[config.mk]
export PLATFORM = sky130hd
export DESIGN_NAME = mac_op_sequencer_flat
export DESIGN_NICKNAME = d
export VERILOG_FILES = /design/src/rtl/mac_op_sequencer_pkg.sv /design/src/rtl/mac_op_sequencer_if.sv /design/src/rtl/mac_op_sequencer.sv /design/src/flat_wrapper.sv
export SDC_FILE = /design/constraint.sdc
export NUM_CORES = 1
export LEC_CHECK = 0
export ABC_AREA = 0
export BUFFER_PORTS_ARGS = -buffer_cell sky130_fd_sc_hd__buf_2
export CAP_MARGIN = 20
export CORE_MARGIN = 4
export CORE_UTILIZATION = 25
export CTS_CLUSTER_DIAMETER = 120
export DETAILED_ROUTE_END_ITERATION = 16
export GPL_TIMING_DRIVEN = 0
export SLEW_MARGIN = 20
export SYNTH_ARGS = -nofsm -noshare
export SYNTH_HDL_FRONTEND = slang
export SYNTH_SLANG_ARGS = --single-unit
[constraint.sdc]
create_clock -name clk -period 1.85 [get_ports clk]
set_input_delay 0.37 -clock clk [delete_from_list [all_inputs] [get_ports clk]]
set_output_delay 0.37 -clock clk [all_outputs]
set_load 0.05 [all_outputs]
[src/rtl/mac_op_sequencer_pkg.sv]
// Shared types and widths for the MAC operation sequencer.
// Package name mac_seq_pkg; the done-timeout is enabled with MAC_TIMEOUT_EN.
package mac_seq_pkg;

    localparam int IN_W  = 20;
    localparam int OUT_W = 24;
    localparam int LEN_W = 10;

    typedef enum logic [2:0] {
        OP_SQ      = 3'd0,
        OP_SC      = 3'd1,
        OP_MAT8    = 3'd2,
        OP_MAT16   = 3'd3,
        OP_COL_SUM = 3'd4
    } op_e;

    typedef enum logic [2:0] {
        ST_IDLE   = 3'd0,
        ST_ARM    = 3'd1,
        ST_STREAM = 3'd2,
        ST_DRAIN  = 3'd3,
        ST_RESP   = 3'd4
    } state_e;

    // Bit order matches {col_sum, mat16, mat8, sc, sq}; illegal codes map to zero.
    function automatic logic [4:0] op_onehot(input logic [2:0] op);
        case (op)
            OP_SQ:      op_onehot = 5'b00001;
            OP_SC:      op_onehot = 5'b00010;
            OP_MAT8:    op_onehot = 5'b00100;
            OP_MAT16:   op_onehot = 5'b01000;
            OP_COL_SUM: op_onehot = 5'b10000;
            default:    op_onehot = 5'b00000;
        endcase
    endfunction

endpackage

[src/rtl/mac_op_sequencer_if.sv]
// Command, operand, MAC and result signals of the sequencer.
// slave = sequencer side, master = layer controller / MAC / source side.
interface mac_op_sequencer_if;
    import mac_seq_pkg::*;

    logic             cmd_valid;
    logic             cmd_ready;
    logic [2:0]       cmd_op;
    logic [LEN_W-1:0] cmd_len;
    logic             op_valid;
    logic             op_ready;
    logic [IN_W-1:0]  op_in1;
    logic [IN_W-1:0]  op_in2;
    logic             mac_sq;
    logic             mac_sc;
    logic             mac_mat8;
    logic             mac_mat16;
    logic             mac_col_sum;
    logic [IN_W-1:0]  mac_in1;
    logic [IN_W-1:0]  mac_in2;
    logic [OUT_W-1:0] mac_out;
    logic             mac_done;
    logic             res_valid;
    logic             res_ready;
    logic [OUT_W-1:0] res_data;
    logic             res_err;

    modport slave (
        input  cmd_valid, cmd_op, cmd_len, op_valid, op_in1, op_in2,
               mac_out, mac_done, res_ready,
        output cmd_ready, op_ready, mac_sq, mac_sc, mac_mat8, mac_mat16,
               mac_col_sum, mac_in1, mac_in2, res_valid, res_data, res_err
    );

    modport master (
        output cmd_valid, cmd_op, cmd_len, op_valid, op_in1, op_in2,
               mac_out, mac_done, res_ready,
        input  cmd_ready, op_ready, mac_sq, mac_sc, mac_mat8, mac_mat16,
               mac_col_sum, mac_in1, mac_in2, res_valid, res_data, res_err
    );

endinterface

[src/rtl/mac_op_sequencer.sv]
// Sequences one MAC command: arm mode strobe, stream operand pairs, await done, return result.
// Optional MAC_TIMEOUT_EN: DRAIN gives up after TO_CYC cycles and reports res_err.
//   state  | meaning
//   IDLE   | cmd_ready high, waiting for a command
//   ARM    | one cycle with the selected mode strobe high
//   STREAM | op_ready high, pairs forwarded to mac_in*
//   DRAIN  | waiting for mac_done
//   RESP   | result held until res_ready
module mac_op_sequencer
    import mac_seq_pkg::*;
#(
    parameter int TO_CYC = 1024
) (
    input  logic               clk,
    input  logic               rst,
    mac_op_sequencer_if.slave  bus
);

    state_e           state_q;
    logic [LEN_W-1:0] cnt_q;
    logic             cmd_ready_q;
    logic             op_ready_q;
    logic [4:0]       mode_q;
    logic [IN_W-1:0]  in1_q;
    logic [IN_W-1:0]  in2_q;
    logic             res_valid_q;
    logic [OUT_W-1:0] res_data_q;
    logic             res_err_q;
`ifdef MAC_TIMEOUT_EN
    localparam int TO_W = (TO_CYC > 1) ? $clog2(TO_CYC) : 1;
    logic [TO_W-1:0]  to_cnt_q;
`endif

    always_ff @(posedge clk) begin
        if (rst) begin
            state_q     <= ST_IDLE;
            cnt_q       <= '0;
            cmd_ready_q <= 1'b1;
            op_ready_q  <= 1'b0;
            mode_q      <= '0;
            in1_q       <= '0;
            in2_q       <= '0;
            res_valid_q <= 1'b0;
            res_data_q  <= '0;
            res_err_q   <= 1'b0;
`ifdef MAC_TIMEOUT_EN
            to_cnt_q    <= '0;
`endif
        end else begin
            case (state_q)
                ST_IDLE: begin
                    if (bus.cmd_valid && cmd_ready_q) begin
                        cmd_ready_q <= 1'b0;
                        cnt_q       <= bus.cmd_len;
                        if (op_onehot(bus.cmd_op) == 5'b0 || bus.cmd_len == '0) begin
                            res_valid_q <= 1'b1;
                            res_err_q   <= 1'b1;
                            res_data_q  <= '0;
                            state_q     <= ST_RESP;
                        end else begin
                            mode_q  <= op_onehot(bus.cmd_op);
                            state_q <= ST_ARM;
                        end
                    end
                end
                ST_ARM: begin
                    mode_q     <= '0;
                    op_ready_q <= 1'b1;
                    state_q    <= ST_STREAM;
                end
                ST_STREAM: begin
                    if (bus.op_valid && op_ready_q) begin
                        in1_q <= bus.op_in1;
                        in2_q <= bus.op_in2;
                        cnt_q <= cnt_q - 1'b1;
                        if (cnt_q == LEN_W'(1)) begin
                            op_ready_q <= 1'b0;
                            state_q    <= ST_DRAIN;
`ifdef MAC_TIMEOUT_EN
                            to_cnt_q   <= TO_W'(TO_CYC - 1);
`endif
                        end
                    end
                end
                ST_DRAIN: begin
                    if (bus.mac_done) begin
                        res_valid_q <= 1'b1;
                        res_data_q  <= bus.mac_out;
                        res_err_q   <= 1'b0;
                        state_q     <= ST_RESP;
`ifdef MAC_TIMEOUT_EN
                    end else if (to_cnt_q == '0) begin
                        res_valid_q <= 1'b1;
                        res_data_q  <= '0;
                        res_err_q   <= 1'b1;
                        state_q     <= ST_RESP;
                    end else begin
                        to_cnt_q <= to_cnt_q - 1'b1;
`endif
                    end
                end
                ST_RESP: begin
                    if (bus.res_ready) begin
                        res_valid_q <= 1'b0;
                        res_data_q  <= '0;
                        res_err_q   <= 1'b0;
                        cmd_ready_q <= 1'b1;
                        state_q     <= ST_IDLE;
                    end
                end
                default: state_q <= ST_IDLE;
            endcase
        end
    end

    assign bus.cmd_ready   = cmd_ready_q;
    assign bus.op_ready    = op_ready_q;
    assign bus.mac_sq      = mode_q[0];
    assign bus.mac_sc      = mode_q[1];
    assign bus.mac_mat8    = mode_q[2];
    assign bus.mac_mat16   = mode_q[3];
    assign bus.mac_col_sum = mode_q[4];
    assign bus.mac_in1     = in1_q;
    assign bus.mac_in2     = in2_q;
    assign bus.res_valid   = res_valid_q;
    assign bus.res_data    = res_data_q;
    assign bus.res_err     = res_err_q;

endmodule

[src/flat_wrapper.sv]
// flat-port wrapper written by rule: the top's interface ports become plain ports
module mac_op_sequencer_flat import mac_seq_pkg::*;
#(
    parameter int TO_CYC = 1024
)
  (clk, rst, bus_cmd_valid, bus_cmd_op, bus_cmd_len, bus_op_valid, bus_op_in1, bus_op_in2, bus_mac_out, bus_mac_done, bus_res_ready, bus_cmd_ready, bus_op_ready, bus_mac_sq, bus_mac_sc, bus_mac_mat8, bus_mac_mat16, bus_mac_col_sum, bus_mac_in1, bus_mac_in2, bus_res_valid, bus_res_data, bus_res_err);
  mac_op_sequencer_if bus_i ();
  input  logic clk;
  input  logic rst;
  input wire logic [$bits(bus_i.cmd_valid)-1:0] bus_cmd_valid;
  input wire logic [$bits(bus_i.cmd_op)-1:0] bus_cmd_op;
  input wire logic [$bits(bus_i.cmd_len)-1:0] bus_cmd_len;
  input wire logic [$bits(bus_i.op_valid)-1:0] bus_op_valid;
  input wire logic [$bits(bus_i.op_in1)-1:0] bus_op_in1;
  input wire logic [$bits(bus_i.op_in2)-1:0] bus_op_in2;
  input wire logic [$bits(bus_i.mac_out)-1:0] bus_mac_out;
  input wire logic [$bits(bus_i.mac_done)-1:0] bus_mac_done;
  input wire logic [$bits(bus_i.res_ready)-1:0] bus_res_ready;
  output wire logic [$bits(bus_i.cmd_ready)-1:0] bus_cmd_ready;
  output wire logic [$bits(bus_i.op_ready)-1:0] bus_op_ready;
  output wire logic [$bits(bus_i.mac_sq)-1:0] bus_mac_sq;
  output wire logic [$bits(bus_i.mac_sc)-1:0] bus_mac_sc;
  output wire logic [$bits(bus_i.mac_mat8)-1:0] bus_mac_mat8;
  output wire logic [$bits(bus_i.mac_mat16)-1:0] bus_mac_mat16;
  output wire logic [$bits(bus_i.mac_col_sum)-1:0] bus_mac_col_sum;
  output wire logic [$bits(bus_i.mac_in1)-1:0] bus_mac_in1;
  output wire logic [$bits(bus_i.mac_in2)-1:0] bus_mac_in2;
  output wire logic [$bits(bus_i.res_valid)-1:0] bus_res_valid;
  output wire logic [$bits(bus_i.res_data)-1:0] bus_res_data;
  output wire logic [$bits(bus_i.res_err)-1:0] bus_res_err;
  assign bus_i.cmd_valid = bus_cmd_valid;
  assign bus_i.cmd_op = bus_cmd_op;
  assign bus_i.cmd_len = bus_cmd_len;
  assign bus_i.op_valid = bus_op_valid;
  assign bus_i.op_in1 = bus_op_in1;
  assign bus_i.op_in2 = bus_op_in2;
  assign bus_i.mac_out = bus_mac_out;
  assign bus_i.mac_done = bus_mac_done;
  assign bus_i.res_ready = bus_res_ready;
  assign bus_cmd_ready = bus_i.cmd_ready;
  assign bus_op_ready = bus_i.op_ready;
  assign bus_mac_sq = bus_i.mac_sq;
  assign bus_mac_sc = bus_i.mac_sc;
  assign bus_mac_mat8 = bus_i.mac_mat8;
  assign bus_mac_mat16 = bus_i.mac_mat16;
  assign bus_mac_col_sum = bus_i.mac_col_sum;
  assign bus_mac_in1 = bus_i.mac_in1;
  assign bus_mac_in2 = bus_i.mac_in2;
  assign bus_res_valid = bus_i.res_valid;
  assign bus_res_data = bus_i.res_data;
  assign bus_res_err = bus_i.res_err;
  mac_op_sequencer #(.TO_CYC(TO_CYC)) u_core (.clk(clk), .rst(rst), .bus(bus_i));
endmodule
==> flow_results.org <==
** Yosys
- Summing every instance area after synthesis gives about 0.0037 mm2.
- The largest total area in the synthesized netlist belongs to sky130_fd_sc_hd__dfxtp_1.
- Counting distinct cell types in the post-synthesis netlist gives 50.
- Post-synthesis area per instance :: between 8 and 9 um2
- Ranked by total cell area, the synthesized netlist is headed by sky130_fd_sc_hd__dfxtp_1, sky130_fd_sc_hd__nand2_1, sky130_fd_sc_hd__a21oi_1.
- Number of synthesized register bits :: 86
- Async set-or-reset flop fraction in the synthesized netlist :: 0%
- Yosys mapped a number of flops with a built-in enable equal to 0.
- Area share of the leading cell type in the synthesized netlist :: 46.5%
- Synthesis produced roughly 440 cells.
- Post-Synthesis Net Count :: approximately 530
- Total of warnings raised by yosys :: 0
- Summing the sequential cell areas from Yosys gives 46.5% of the chip area.
- The most used flip-flop cell after synthesis is sky130_fd_sc_hd__dfxtp_1.

** Placement
- The wire-length estimate of the detail-placed layout is just under 8 mm.
- After detailed placement, the total cell area comes to approximately 0.0047 mm2.
- Timing analysis after detailed placement gives a worst setup slack of -418 ps.
- Routability-driven placement finished with a final weighted congestion of roughly 0.76.
- In this run the tool buffered the top-level ports with 155 buffer cells.

** Worst hold path
- Launch point of the worst hold path :: bus_op_in1[16]
- Along the worst hold path, the cell count comes to 3.
- The worst hold path terminates at u_core.bus.mac_in1[16]$_SDFFE_PP0P_.
- Path type of the worst min-delay path :: in2reg

** Worst setup path
- Cell depth of the worst flop-to-flop path :: 7
- Endpoint of the worst register-to-register path :: u_core.cnt_q[8]$_SDFFE_PP0P_
- R2r startpoint :: u_core.cnt_q[0]$_SDFFE_PP0P_
- STA classifies the critical path endpoint as a flip-flop.
- Critical-path cell with the highest stage delay :: sky130_fd_sc_hd__or4b_4
- Category of the most critical setup path :: reg2reg
- Data on the critical path is required at its endpoint by around 2100 ps.
- For the worst setup path, the data arrival time is approximately 2000 ps.
- STA classifies the critical path startpoint as a flip-flop.
- On the worst path, the slowest cell contributes a delay of slightly below 500 ps.
- Of all nets on the critical path, the largest fanout is 3.
- Sequence of cells on the critical path :: inv_1 -> ha_2 -> or4b_4 -> nor4_4 -> o21ai_1 -> a2bb2oi_1 -> nor2_1
- In this run the register-to-register setup slack is between 100 and 150 ps.

** Timing
- Derived from the worst setup path, the maximum achievable clock frequency is approximately 0.57 GHz.
- Number of setup violations in the final report :: 0
- The final number of max-transition violations came to 0.
- In this run the tightest slew margin relative to its limit is 61.8%.
- Dividing the final minimum period by the clock period gives 94.1%.
- Worst setup slack after layout :: roughly 110 ps
- For the pin with the worst max-slew slack, the measured transition is approximately 570 ps.
- The count of final hold-check violations is 0.
- Final clock skew :: between 6 and 7 ps
- Clock period minus worst slack :: between 1500 and 2000 ps
- Setup repair after global routing left no endpoint under its margin.

** Route
- Via count :: between 3,000 and 4,000
- After detailed routing, the average wire length per cell comes to roughly 13 um.
- Number of nets with antenna violations after routing :: 0
- After detailed routing, the number of remaining DRC violations is 0.
- Via density per instance :: ~4.4
- The final layout contains routed wiring with a total length of 10.6 mm.
- The first detailed-routing pass ran for 4 iterations.
- The first routing iteration left between 100 and 150 violations.

** Floorplan
- Number of top-level pins :: roughly 160
- The initialized floorplan defines 44 standard-cell rows.
- The die covers 0.0168 mm2.
- Core area :: about 0.015 mm2
- Effective utilization at floorplan :: between 20% and 30%
- DIE WIDTH :: between 100 and 150 um
- The die is 130 um tall.

** CTS
- Counting along the longest clock path gives a buffer depth of 2.
- TritonCTS built the clock tree.
- Hold-fix buffers at CTS :: 0
- Clk root buf :: sky130_fd_sc_hd__clkbuf_16
- Clock latency reported for the late side of the worst-skew pair :: 340 ps
- CTS saw between 80 and 90 sinks.
- After clock tree synthesis, the clock-pin slew on the worst setup and hold paths is 60 ps.
- CTS built an H-tree with a depth of 3.
- In this run, CTS created clock tree buffers numbering 9.

** Flow run
- Max-cap violations :: 0

** Final layout
- Area of all placed cells without fillers :: around 0.0051 mm2
- The library cell used most frequently in the layout, excluding fill and tap cells, is sky130_fd_sc_hd__buf_2.
- In the final layout, the share of cells above drive strength 1 is 34.4%.
- In the layout the commonest cells are sky130_fd_sc_hd__buf_2, sky130_fd_sc_hd__nand2_1, sky130_fd_sc_hd__dfxtp_1.
- Fill cell total of the finished layout :: 1,569
- Cells fill between 30% and 40% of the core in the end.
- Registers take roughly 0.0017 mm2.
- Compared with the post-synthesis result, the final layout area differs by 38.9%.
- For this run, the post-layout net count is between 600 and 700.
- In the final layout, the multi-input gates occupy 0.00188 mm2.

** Power
- Across the VDD grid, the largest voltage drop is 0.434 mV.
- Power density over cell area :: 1200 mW/mm2
- For this design the static power due to leakage is between 2 and 2.5 nW.

** GRT
- Via count of the first global-routing pass :: 3,314
- Global-route wire length before repair :: between 15 and 20 mm
- Maximum number of pins on one net before global-route repair :: 14
- Global router's overall resource usage :: 12.4%
- Global routing finished with a remaining overflow of 0.
- Initial antenna violation count :: 0

** Run status
- Status :: completed
[report_power, final]
part | total [mW] | switching [mW] | internal (mW)
Combinational | 2.11 | 1.23 | 0.888
Clock | 1.94 | 0.722 | 1.22
Sequential | 2.14 | 0.139 | 2.00
[what timing repair did]
action,CTS,global route
pin swaps,0,0
endpoints found under the hold margin,0,0
setup buffers,2,3
resized for setup,6,19
endpoints found under the setup margin,51,35
[critical path: cells and delay by family, from the launching register on]
kind	cells	cell delay [ps]
simple gates	3	720
flops	1	330
compound gates	2	250
fa+ha+maj	1	210
buf+inv	1	120
[Yosys cell counts, drive strengths merged (3+ instances only)]
cell       n
a2bb2oi    3
or4b       4
clkbuf    16
nor4       5
nor3       5
o21ai     16
a22oi      3
nand2    126
inv        3
nor2      17
a21oi     59
dfxtp     86
nand2b    27
buf       12
mux2i     24
[area by class of cell]
class	count	share of cell area, %
well taps	184	4.47
multi-input cells	324	36.5
repair buffers	160	15.8
inverters	3	0.219
plain buffers	28	3.26
clock buffers	13	4.86
flip-flops and latches	86	33.5
diodes	1	0.0486
clock inverters	3	1.31
[how the worst max path moves through the flow]
| stage | end | from | cells past startpoint |
|---|---|---|---|
| floorplan | u_core.bus.res_valid$_SDFFE_PP0P_ | u_core.bus.cmd_ready$_SDFFE_PP1P_ | 7 |
| global placement | u_core.bus.res_valid$_SDFFE_PP0P_ | bus_cmd_len[7] | 8 |
| detailed placement | u_core.bus.res_valid$_SDFFE_PP0P_ | bus_cmd_len[6] | 8 |
| CTS | u_core.cnt_q[7]$_SDFFE_PP0P_ | u_core.state_q[1]$_SDFFE_PP0P_ | 6 |
| global route | u_core.cnt_q[8]$_SDFFE_PP0P_ | u_core.cnt_q[0]$_SDFFE_PP0P_ | 7 |
| finish | u_core.cnt_q[8]$_SDFFE_PP0P_ | u_core.cnt_q[0]$_SDFFE_PP0P_ | 7 |
[flip-flops by register name (all words and copies together) (netlist names)]
register / flops
u_core.bus.res_data: 24
u_core.bus.res_valid: 1
u_core.bus.op_ready: 1
u_core.bus.mac_in2: 20
u_core.bus.mac_in1: 20
u_core.cnt_q: 10
u_core.bus.cmd_ready: 1
u_core.state_q: 3
u_core.mode_q: 5
u_core.bus.res_err: 1
[routing by layer]
metal	vias up	global-route usage (%)	share of wire, %
li1	1844	-	-
met3	14	4.79	8.2
met5	-	0	0
met4	0	4.40	1.8
met2	112	18.5	45
met1	1582	16.3	45
[metrics by stage]
stage / total power [mW] / TNS (ps) / std cells / hold slack [ps]
after global routing: 6.58 / 0 / 801 / 254
final: 6.20 / 0 / 802 / 268
after CTS: 6.12 / 0 / 798 / 251
after floorplan: 3.60 / 0 / 441 / 445
after global placement: 4.07 / -19560 / 780 / 440
after detailed placement: 4.06 / -17810 / 780 / 443
[logic make-up after synthesis]
family          count (synthesis)  share of synthesized area [%]
flops                          86                           46.5
mux                            24                           6.48
fa+ha+maj                       2                          0.675
simple gates                  199                           25.7
compound gates                 99                           16.2
buf+inv                        31                           4.52
(Power assumes the default switching activity.)
